**config.mk**
```make
export PLATFORM = sky130hd
export DESIGN_NAME = button_press_classifier
export DESIGN_NICKNAME = d
export VERILOG_FILES = /design/src/rtl/button_press_classifier.sv
export SDC_FILE = /design/constraint.sdc
export NUM_CORES = 1
export LEC_CHECK = 0
export BUFFER_PORTS_ARGS = -buffer_cell sky130_fd_sc_hd__buf_2
export CELL_PAD_IN_SITES_DETAIL_PLACEMENT = 1
export CELL_PAD_IN_SITES_GLOBAL_PLACEMENT = 2
export CORE_MARGIN = 3
export CORE_UTILIZATION = 36
export DETAILED_ROUTE_END_ITERATION = 6
export PLACE_DENSITY_LB_ADDON = 0.3
export SETUP_SLACK_MARGIN = 0.02
export SLEW_MARGIN = 20
export SYNTH_ARGS = -nofsm -noshare
export SYNTH_HDL_FRONTEND = slang
export SYNTH_SLANG_ARGS = --single-unit
export TNS_END_PERCENT = 5
```
**constraint.sdc**
```tcl
create_clock -name clk -period 1.8 [get_ports clk]
set_input_delay 0 -clock clk [delete_from_list [all_inputs] [get_ports clk]]
set_output_delay 0 -clock clk [all_outputs]
set_load 0.005 [all_outputs]
```
**src/rtl/button_press_classifier.sv**
```systemverilog
// Push-button front end: synchronise, debounce, then classify each
// debounced press as short (1) or long (2) with a one-cycle event.
module button_press_classifier #(
  parameter int DEBOUNCE = 2,
  parameter int LONG     = 10
) (
  input  logic       clk,
  input  logic       reset,
  input  logic       btn_raw,
  output logic [1:0] buttonState,
  output logic       btn_level
);

  localparam int DW = (DEBOUNCE > 1) ? $clog2(DEBOUNCE) : 1;
  localparam int HW = $clog2(LONG);
  localparam logic [DW-1:0] DB_MAX   = DW'(DEBOUNCE - 1);
  localparam logic [HW-1:0] HOLD_MAX = HW'(LONG - 1);
  localparam logic [HW-1:0] HOLD_ONE = HW'(1);

  typedef enum logic [1:0] {
    IDLE,
    HELD,
    WAIT_REL
  } state_t;

  logic          s1_q;
  logic          s2_q;
  logic [DW-1:0] db_cnt_q;
  logic [HW-1:0] hold_q;
  state_t        state_q;

  always_ff @(posedge clk) begin
    if (!reset) begin
      s1_q <= 1'b0;
      s2_q <= 1'b0;
    end else begin
      s1_q <= btn_raw;
      s2_q <= s1_q;
    end
  end

  // Count resets whenever the synced level agrees with the accepted one.
  always_ff @(posedge clk) begin
    if (!reset) begin
      btn_level <= 1'b0;
      db_cnt_q  <= '0;
    end else if (s2_q != btn_level) begin
      if (db_cnt_q == DB_MAX) begin
        btn_level <= s2_q;
        db_cnt_q  <= '0;
      end else begin
        db_cnt_q <= db_cnt_q + 1'b1;
      end
    end else begin
      db_cnt_q <= '0;
    end
  end

  always_ff @(posedge clk) begin
    if (!reset) begin
      state_q     <= IDLE;
      hold_q      <= '0;
      buttonState <= 2'd0;
    end else begin
      buttonState <= 2'd0;
      unique case (state_q)
        IDLE: begin
          if (btn_level) begin
            state_q <= HELD;
            hold_q  <= HOLD_ONE;
          end
        end
        HELD: begin
          if (!btn_level) begin
            state_q     <= IDLE;
            hold_q      <= '0;
            buttonState <= 2'd1;
          end else if (hold_q == HOLD_MAX) begin
            state_q     <= WAIT_REL;
            buttonState <= 2'd2;
          end else begin
            hold_q <= hold_q + 1'b1;
          end
        end
        WAIT_REL: begin
          if (!btn_level) begin
            state_q <= IDLE;
            hold_q  <= '0;
          end
        end
        default: begin
          state_q <= IDLE;
          hold_q  <= '0;
        end
      endcase
    end
  end

endmodule

```
; ---- Word-level counts from Yosys, hierarchy flattened
; Cells that the tools add are included.
[word_totals]
register_bits = 12
inputBits = 3
out_inout_bits = 3
wordCells = 39
[classes]
add_sub_neg = 2
eq_ne = 8
n_mux = 12
bitwise = 2
reduce_logical = 7
[op_table]
columns = cell, n
row1 = $mux 4, 4
row2 = $pmux 4 s3, 1
row3 = $mux 2, 5
row4 = $reduce_and 3->1, 3
row5 = $ne 3x3->1 const B, 2
row6 = $pmux 2 s3, 1
row7 = $add 4x1->4 const B, 1
row8 = $eq 4x4->1 const B, 1
row9 = $ne 2x2->1 const B, 2
row10 = $reduce_and 2->1, 2
row11 = $reduce_or 3->1, 1
row12 = $eq 2x1->1 const B, 1
row13 = $eq 2x2->1 const B, 1
row14 = $logic_not 2->1, 1
row15 = $not 1->1, 2
row16 = $add 1x1->1 const B, 1
row17 = $mux 1, 1
row18 = $ne 1x1->1, 1

; ---- Depth between registers and ports, before layout
[logic_depth]
word_depth = 4
ltp_mapped = 6
mapped_depth_nobuf = 6

; ---- Worst setup path before layout
; Ideal clock, no wire load.
[synth_path]
path_kind = register -> register
startpoint = register hold_q[0]
endpoint = register hold_q[2]
setup_ps = 59
arrival_time_ps = 1206
required_time_ps = 1741
setup_slack_ps = 536
stages_incl_launch_ff = 6
n_path_buf = 0
synth_period_minus_slack_ps = 1264
path_cell_list = dfxtp_1 -> ha_1 -> nand4b_2 -> o211ai_2 -> o2bb2ai_1 -> a22o_1
[synth_via]
elab_chain_len = 4
word_cells_on_any_way = 7
cone_classes = 1 x add/sub / 2 x eq/ne / 3 x mux / 1 x reduce/logical
[synth_rtl]
columns = item, line_no
row1 = start: declaration, 29  ; logic [HW-1:0] hold_q;
row2 = start signal: assignment, 82  ; hold_q <= hold_q + 1'b1;
row3 = $add 4x1->4, 82
row4 = $mux 4, 78  ; end else if (hold_q == HOLD_MAX) begin
row5 = $mux 4, 74  ; if (!btn_level) begin
row6 = $pmux 4 s3, 66  ; unique case (state_q)
; Parallel ways exist; a longest one is shown, timed or not. The select of a mux whose other input is x is not followed.
; A chain may end at the register's enable or synchronous reset.

; ---- Final worst setup path
; Ends and elaborated chain as after synthesis.

==> metrics.cfg <==
[synthesis]
synth-seq-cells = 12
synth_enable_flop_cells = 0
synth-warning-count = 0
syn_area_um2 = 541
synth_nets = 57
synth_seq_area_share_pct = 44.4
synthFlopType = dfxtp_1
synth_cell_types = 32
synthCells = 52
avgSynthCellArea_um2 = 10.4
synthArstFlopShare_pct = 0

[place]
place_worst_setup_slack_ns = 0.313
io_buffers = 5
gp_congestion = 0.739

[clock_tree]
cts_buffer_depth = 2
clk_pin_slew_ns = 0.08
clock_sinks = 12
cts_tree = built
numCtsBuffers = 3
htree_num_levels = 1
postCtsSetupBuffers = 0
cts-root-buf = clkbuf_4
insertion_delay_ns = 0.28

[critical_path]
worstPathRequired_ns = 2.03
path_max_fanout = 6
critPathKind = reg -> reg
critPathCaptureType = register
crit_arrival_ns = 1.71
cp-start-kind = register

[global_route]
grtUsageMet1_pct = 12.7
antenna_found_initial = 0
grt_first_pass_wirelength_mm = 1.67
grt-ovfl-total = 0
gr-usage-met3_pct = 3.59
grt_start_max_net_pins = 13
grt_pass1_vias = 410
busiest_layer = met2
grt.total_usage_pct = 11.7
grt.met2_usage_pct = 19.8

[sta]
slew_viol_final = 0
clock.fmax_mhz = 675
worst_slack_ns = 0.318
skew_ns = 0.00360
tns_ns = 0
relSlewSlack_pct = 76.9
hold_viol = 0
setup_viol = 0
finalCritPeriodShare_pct = 82.3
period_needed_ns = 1.48
tightest_slew_ns = 0.345
rsz0062_at_grt = no

[die]
std_cell_rows = 13
start_util_pct = 40.0
die_h_um = 44.8
top_level_ports = 6
die-area_mm2 = 0.00200
die_w_um = 44.8
core_area_mm2 = 0.00135

[drt]
wirelength_mm = 1.00
drt_first_iter_violations = 6
wire_per_inst_um = 13.5
via_count = 407
drc_errors = 0
via_per_inst = 5.50
first_pass_iters = 4
ant_nets = 0

[cells_and_area]
antenna_cells = 0
fin_nets = 65
syn2layout_area_growth_pct = 13.0
drive_gt1_share_pct = 18.6
final_core_util_pct = 45.2

[power_and_ir_drop]
p_sw_mw = 0.104
p_leak_nw = 0.252
pwr-share-seq_pct = 53.7
p_int_mw = 0.400
combPwrFrac_pct = 3.0
ir_worst_vdd_uv = 330
clkPwrFrac_pct = 43.3
p_per_area_mw_per_mm2 = 826
switching_share_pct = 20.6

[min_path]
hold_path.class = in -> reg

[job]
drv_cap = 0

[outcome]
status = finished, final reports clean

## logic make-up after synthesis
family | share of synthesized area [%]
flops | 44.4
xor+xnor | 1.62
compound gates | 11.8
fa+ha+maj | 4.63
mux | 3.70
simple gates | 29.4
buf+inv | 4.40
## flip-flops by register name (all words and copies together) (netlist names)
signal       flops
btn_level        1
s2_q             1
db_cnt_q         1
hold_q           4
buttonState      2
state_q          2
s1_q             1
## synthesized netlist by cell type (2+ instances only)
| cell | count | area share (%) |
|---|---|---|
| and2_1 | 2 | 2.3 |
| dfxtp_1 | 12 | 44 |
| ha_1 | 2 | 4.6 |
| mux2i_1 | 2 | 3.7 |
| nand2_1 | 2 | 1.4 |
| nand3_1 | 2 | 1.9 |
| nor2b_1 | 3 | 3.5 |
| nor3b_1 | 3 | 4.2 |
## layout by cell type, fill, tap and decap left out, drive strengths merged
cell         synthesis  routed
buf                  2       5
nand4b               2       2
and2                 2       2
o2bb2ai              1       1
mux2i                2       2
xnor2                1       1
nand3                2       2
nor3b                3       3
a22oi                1       1
a21boi               1       1
o21ai                1       1
dfxtp               12      12
o211ai               1       1
o31ai                1       1
nor2b                3       3
and4b                1       1
inv                  1       1
or2b                 1       1
and3                 1       1
or3                  1       1
dlygate4sd3          0       1
clkbuf               1       4
nand3b               1       1
nor4bb               1       1
nor3                 1       1
a22o                 1       1
nor2                 1       1
nand2                2       2
or4                  1       1
o22ai                1       1
ha                   2       2
## stage by stage
step	hold slack, ns	cell area, um^2	total power [mW]	cells
2_1_floorplan	0.127	541	0.286	52
3_3_place_gp	0.209	564	0.289	69
3_5_place_dp	0.215	564	0.291	69
4_1_cts	0.0617	611	0.512	74
5_1_grt	0.0721	611	0.530	74
6_report	0.0688	611	0.504	74
## final timing paths
path                                from                endpoint  slack (ns)  cells after the start
hold reg to reg      db_cnt_q$_SDFF_PP0_     db_cnt_q$_SDFF_PP0_        0.45                      1
setup reg to reg  hold_q[0]$_SDFFE_PN0P_  hold_q[2]$_SDFFE_PN0P_        0.32                      5
setup / recovery  hold_q[0]$_SDFFE_PN0P_  hold_q[2]$_SDFFE_PN0P_        0.32                      5
hold / removal                     reset  hold_q[3]$_SDFFE_PN0P_        0.07                      2
## routing by layer
metal | part of all wire, % | wire [um]
met3 | 4.0 | 40
met2 | 47 | 469
met1 | 47 | 473
met5 | 0 | 0
met4 | 1.8 | 18
## power by group through the flow
stage	clock, mW	sequential (mW)	combinational (mW)
2_1_floorplan	0	0.276	0.00982
3_3_place_gp	0	0.277	0.0125
3_5_place_dp	0	0.277	0.0133
4_1_cts	0.226	0.271	0.0150
5_1_grt	0.242	0.271	0.0166
6_report	0.218	0.271	0.0151
## area by class of cell
cell class,instances,area [um^2]
timing repair buffer,6,35.0
fill,157,739
multi-input combinational,36,277
sequential,12,240
inverter,1,3.75
clock buffer,4,36.3
tap,15,18.8
## worst max-delay path, cell delays in order (launching register included)
cell and delay, ns:
dfxtp_1 0.42, ha_1 0.22, nand4b_2 0.20, o211ai_2 0.29
o2bb2ai_1 0.15, a22o_1 0.15
## repair_timing
item,CTS,global route
resized for setup,0,0
endpoints found under the hold margin,1,0
hold buffers,1,0
No activity file was read; power rests on OpenSTA's default activity.
